## src/rtl/trace_pkg.sv

```systemverilog
// Shared definitions for the architectural-state tracer: FSM encoding and beat tags.
package trace_pkg;

  typedef enum logic [1:0] {
    ST_IDLE = 2'd0,
    ST_PC   = 2'd1,
    ST_REGS = 2'd2,
    ST_DONE = 2'd3
  } state_e;

  localparam int TAG_PC = 0;

endpackage

```

## src/rtl/trace_dump_unit.sv

```systemverilog
// Snapshots the PC on each retired instruction, walks the register file through a
// dedicated read port and streams one valid/ready record while holding the CPU stalled.
module trace_dump_unit
  import trace_pkg::*;
#(
  parameter int XLEN        = 32,
  parameter int NUM_REGS    = 32,
  parameter int DUMP_REGS   = 1,
  parameter int MAX_RECORDS = 30,
  parameter int CNT_W       = 16,
  localparam int AW         = (NUM_REGS > 1) ? $clog2(NUM_REGS) : 1
) (
  input  logic             clk_i,
  input  logic             rst_i,
  input  logic             enable_i,
  input  logic             commit_i,
  input  logic [XLEN-1:0]  pc_i,
  output logic [AW-1:0]    rf_addr_o,
  input  logic [XLEN-1:0]  rf_data_i,
  output logic             stall_o,
  output logic             trace_valid_o,
  input  logic             trace_ready_i,
  output logic [XLEN-1:0]  trace_data_o,
  output logic [AW:0]      trace_tag_o,
  output logic             trace_last_o,
  output logic [CNT_W-1:0] record_cnt_o,
  output logic             done_o,
  output logic             overflow_o
);

  state_e           state_q, state_d;
  logic [XLEN-1:0]  pc_q, pc_d;
  logic [AW-1:0]    idx_q, idx_d;
  logic [CNT_W-1:0] cnt_q, cnt_d;
  logic             ovf_q, ovf_d;
  logic             stall_q, stall_d;

  logic             busy;
  logic             fire;
  logic             last_beat;
  logic             rec_done;
  logic [CNT_W-1:0] cnt_inc;

  assign busy     = (state_q == ST_PC) || (state_q == ST_REGS);
  assign fire     = busy && trace_ready_i;
  assign rec_done = fire && last_beat;

  always_comb begin
    last_beat = 1'b0;
    if (state_q == ST_PC) begin
      last_beat = (DUMP_REGS == 0);
    end else if (state_q == ST_REGS) begin
      last_beat = (idx_q == AW'(NUM_REGS - 1));
    end
  end

  // An unlimited trace sticks at all-ones rather than wrapping back to zero.
  always_comb begin
    if ((MAX_RECORDS == 0) && (&cnt_q)) begin
      cnt_inc = cnt_q;
    end else begin
      cnt_inc = cnt_q + 1'b1;
    end
  end

  always_comb begin
    state_d = state_q;
    pc_d    = pc_q;
    idx_d   = idx_q;
    cnt_d   = cnt_q;
    ovf_d   = ovf_q | (busy & commit_i);

    case (state_q)
      ST_IDLE: begin
        if (commit_i && enable_i) begin
          pc_d    = pc_i;
          state_d = ST_PC;
        end
      end
      ST_PC: begin
        if (fire && (DUMP_REGS != 0)) begin
          idx_d   = '0;
          state_d = ST_REGS;
        end
      end
      ST_REGS: begin
        if (fire && !last_beat) begin
          idx_d = idx_q + 1'b1;
        end
      end
      default: ;
    endcase

    if (rec_done) begin
      cnt_d = cnt_inc;
      idx_d = '0;
      if ((MAX_RECORDS != 0) && (cnt_inc == CNT_W'(MAX_RECORDS))) begin
        state_d = ST_DONE;
      end else begin
        state_d = ST_IDLE;
      end
    end

    stall_d = (state_d == ST_PC) || (state_d == ST_REGS);
  end

  always_ff @(posedge clk_i) begin
    if (rst_i) begin
      state_q <= ST_IDLE;
      pc_q    <= '0;
      idx_q   <= '0;
      cnt_q   <= '0;
      ovf_q   <= 1'b0;
      stall_q <= 1'b0;
    end else begin
      state_q <= state_d;
      pc_q    <= pc_d;
      idx_q   <= idx_d;
      cnt_q   <= cnt_d;
      ovf_q   <= ovf_d;
      stall_q <= stall_d;
    end
  end

  // Beat mux: outputs are idle-zero so nothing leaks outside a record.
  always_comb begin
    rf_addr_o    = '0;
    trace_data_o = '0;
    trace_tag_o  = '0;
    trace_last_o = 1'b0;
    if (state_q == ST_PC) begin
      trace_data_o = pc_q;
      trace_tag_o  = (AW + 1)'(TAG_PC);
      trace_last_o = last_beat;
    end else if (state_q == ST_REGS) begin
      rf_addr_o    = idx_q;
      trace_data_o = rf_data_i;
      trace_tag_o  = {1'b0, idx_q} + 1'b1;
      trace_last_o = last_beat;
    end
  end

  assign trace_valid_o = busy;
  assign stall_o       = stall_q;
  assign record_cnt_o  = cnt_q;
  assign done_o        = (state_q == ST_DONE);
  assign overflow_o    = ovf_q;

endmodule

```

## config.mk

```make
export PLATFORM = sky130hd
export DESIGN_NAME = trace_dump_unit
export DESIGN_NICKNAME = d
export VERILOG_FILES = /design/src/rtl/trace_pkg.sv /design/src/rtl/trace_dump_unit.sv
export SDC_FILE = /design/constraint.sdc
export NUM_CORES = 1
export LEC_CHECK = 0
export ABC_AREA = 1
export BUFFER_PORTS_ARGS = -buffer_cell sky130_fd_sc_hd__buf_2
export CORE_MARGIN = 2
export CORE_UTILIZATION = 36
export CTS_CLUSTER_DIAMETER = 120
export DETAILED_ROUTE_END_ITERATION = 6
export MAX_ROUTING_LAYER = met4
export PLACE_DENSITY = 0.67
export SLEW_MARGIN = 40
export SYNTH_ARGS = -nofsm -noshare
export SYNTH_HDL_FRONTEND = slang
export SYNTH_SLANG_ARGS = --single-unit
```

## constraint.sdc

```tcl
create_clock -name clk_i -period 4.2 [get_ports clk_i]
set_input_delay 1.05 -clock clk_i [delete_from_list [all_inputs] [get_ports clk_i]]
set_output_delay 1.05 -clock clk_i [all_outputs]
set_load 0.02 [all_outputs]
```

==> results.yml <==
timing:
  finalCritPeriodShare_pct: 82.0
  fmax_mhz: 290
  finalMaxSlewViolations: 0
  worst_pin_slew_ns: 0.723
  finalSetupViolCount: 0
  hold_viol_final: 0
  rsz0062_at_grt: "false"
  skew_ns: 0.0144
  tns_ns: 0
  max-slew-margin-rel_pct: 51.5
  fin_crit_ns: 3.44
  hold_ws_ns: 0.446
cells_and_area:
  final_util_pct: 49.3
  area_growth_pct: 33.8
  final_common_cell: "buf_2"
  layout_common_cells: "buf_2 (132), nand2_1 (85), o21ai_0 (78)"
  fin_cells: 679
  diodes: 0
  nNetsFinal: 646
  drive_gt1_share_pct: 30.3
  n_fill_cell: 828
die:
  initial_core_util_pct: 36.8
  core_area_um2: 8130
  fp.dieH_um: 95.2
  die_w_um: 95.2
  row_count: 33
  io_pins: 133
  dieArea_um2: 9070
critical_path:
  r2r_slack_ns: 1.69
  cp-end-kind: "primary output"
  slowest_stage: "nor2_4"
  path_class: "reg -> out"
  reg2reg_depth: 10
  path_cells: "inv_1 > ha_1 > nor2_4 > inv_2 > nor2_1 > and3_1 > buf_2"
  critPathMaxFanout: 33
  r2r_end: "record_cnt_o[11]"
  r2r_start: "state_q[1]"
  cp_num_cells: 7
  critPathBufInv: 3
  crit_path_max_incr_delay_ns: 0.59
  start_kind: "flop"
  worstPathArrival_ns: 2.39
  path_delay_family: "simple AND/OR/NAND/NOR gates"
  required_ns: 3.15
synthesis:
  synth-seq-cells: 57
  synth_simple_gate_area_share_pct: 24.1
  muxShareOfSynthArea_pct: 0
  synth_cell_type_count: 28
  syn_inst: 442
  ys_warn_count: 0
  syn_avg_cell_area_um2: 6.78
  synth_top_family_by_area: "simple AND/OR/NAND/NOR gates"
  synthAdderAreaFrac_pct: 3.34
  synthesis.area_um2: 3000
  yosys.area_share.xor_xnor_pct: 1.46
  synth-compound-area-share_pct: 22.6
  ys_seq_area_share_pct: 38.1
  synth_nets: 519
clock_tree:
  cts_root_buffer: "clkbuf_8"
  cts.sinks: 57
  cts_max_level: 3
  cts-resized-gates: 0
  cts_setup_buffers: 0
  postCtsHoldBufs: 0
  cts_tree: "built"
  cts.clk_slew.worst_paths_ns: 0.07
  cts_buffer_depth: 2
  worstSkewPairLatency_ns: 0.34
  cts_buffers: 9
pwr:
  ir_worst_vdd_mv: 0.171
  power.density_nw_per_um2: 358
  power.leakage_nw: 1.82
placement:
  dp.cells: 663
  io_buffers: 132
  gp_congestion: 0.832
  post-dp-hpwl_mm: 6.03
global_route:
  antenna_found_initial: 0
  grt_pass1_vias: 2794
  track_usage_pct: 17.3
  grt_overflow: 0
  grt_pass1_wl_mm: 12.0
  grt_max_degree: 36
min_path:
  hold_end: "pc_q[28]"
  worstHoldStart: "pc_q[28]"
  hold_depth: 2
  hold_path_class: "reg -> reg"
outcome:
  status: "complete, no violations"
drt:
  wl_per_cell_um: 11.6
  vias: 3233
  ant_nets: 0
  first_pass_iters: 4
  drc: 0
  vias_per_cell: 4.76
  drtIter0Drc: 90
  wl_mm: 7.90
flow_run:
  max_cap_violations: 0
worst max-delay path by stage:
stage                     startpoint        endpoint  slack [ns]
after floorplan           state_q[1]  trace_tag_o[5]        1.54
after global placement    state_q[1]  trace_tag_o[5]        1.19
after detailed placement  state_q[1]  trace_tag_o[5]        1.10
after CTS                 state_q[1]  trace_tag_o[5]        0.72
after global routing      state_q[1]  trace_tag_o[5]        0.47
final                     state_q[1]  trace_tag_o[5]        0.76
final cells by class:
class / count / area, µm² / area share (%)
clock buffer: 11 / 151 / 3.78
clock inverter: 5 / 125 / 3.12
inverter: 65 / 244 / 6.08
multi-input combinational: 303 / 1550 / 38.6
sequential: 57 / 1140 / 28.5
tap: 105 / 131 / 3.28
timing repair buffer: 133 / 668 / 16.7
cells in the mapped netlist, drive strengths merged:
cell / number / area [µm²]
ha: 8 / 100
nand3: 13 / 65.1
and3: 1 / 6.26
xnor2: 1 / 8.76
nand4: 4 / 25.0
a22oi: 2 / 15.0
nor3: 1 / 5.00
nor2: 47 / 241
nand3b: 1 / 7.51
nand2: 92 / 373
dfxtp: 57 / 1140
o22ai: 7 / 43.8
a31oi: 2 / 12.5
a21oi: 39 / 195
o21ai: 79 / 395
o31ai: 1 / 7.51
inv: 65 / 244
buf: 4 / 18.8
xor2: 4 / 35.0
o21bai: 1 / 7.51
clkbuf: 13 / 48.8
flip-flops by register name (all words and copies together) (netlist names):
name and count:
idx_q 5, overflow_o 1, pc_q 32, record_cnt_o 16
stall_o 1, state_q 2
where the power goes:
part	switching [mW]	internal, mW
logic	0.0938	0.0562
registers	0.00902	0.568
clock network	0.223	0.486
tightest hold or removal path: stages, from the launching register on:
cell	delay (ns)
dfxtp_1	0.30
inv_1	0.05
a21oi_1	0.05
logic make-up (layout without fill, tap and decap cells):
family	count (synthesis)	after routing
xor+xnor	5	5
fa+ha+maj	8	8
buf+inv	82	214
simple gates	159	159
compound gates	131	131
flops	57	57
stage by stage:
| step | cell area (µm²) | total power, mW | worst slack, ns |
|---|---|---|---|
| global placement | 3730 | 0.736 | 1.19 |
| global route | 4010 | 1.50 | 0.472 |
| finish | 4010 | 1.44 | 0.756 |
| floorplan | 3000 | 0.678 | 1.54 |
| detailed placement | 3730 | 0.740 | 1.10 |
| CTS | 4010 | 1.45 | 0.724 |
per-layer routing:
layer  up-vias  GRT usage [%]  wire length (µm)  share of wire, %
met1      1440           19.5              3400                43
met3         5           4.11               591               7.5
met5         -              -                 0                 0
met4         0           6.64                62              0.78
met2        98           29.6              3850                49
li1       1690              -                 -                 -
Note: power is estimated with default switching activity, not from simulation.
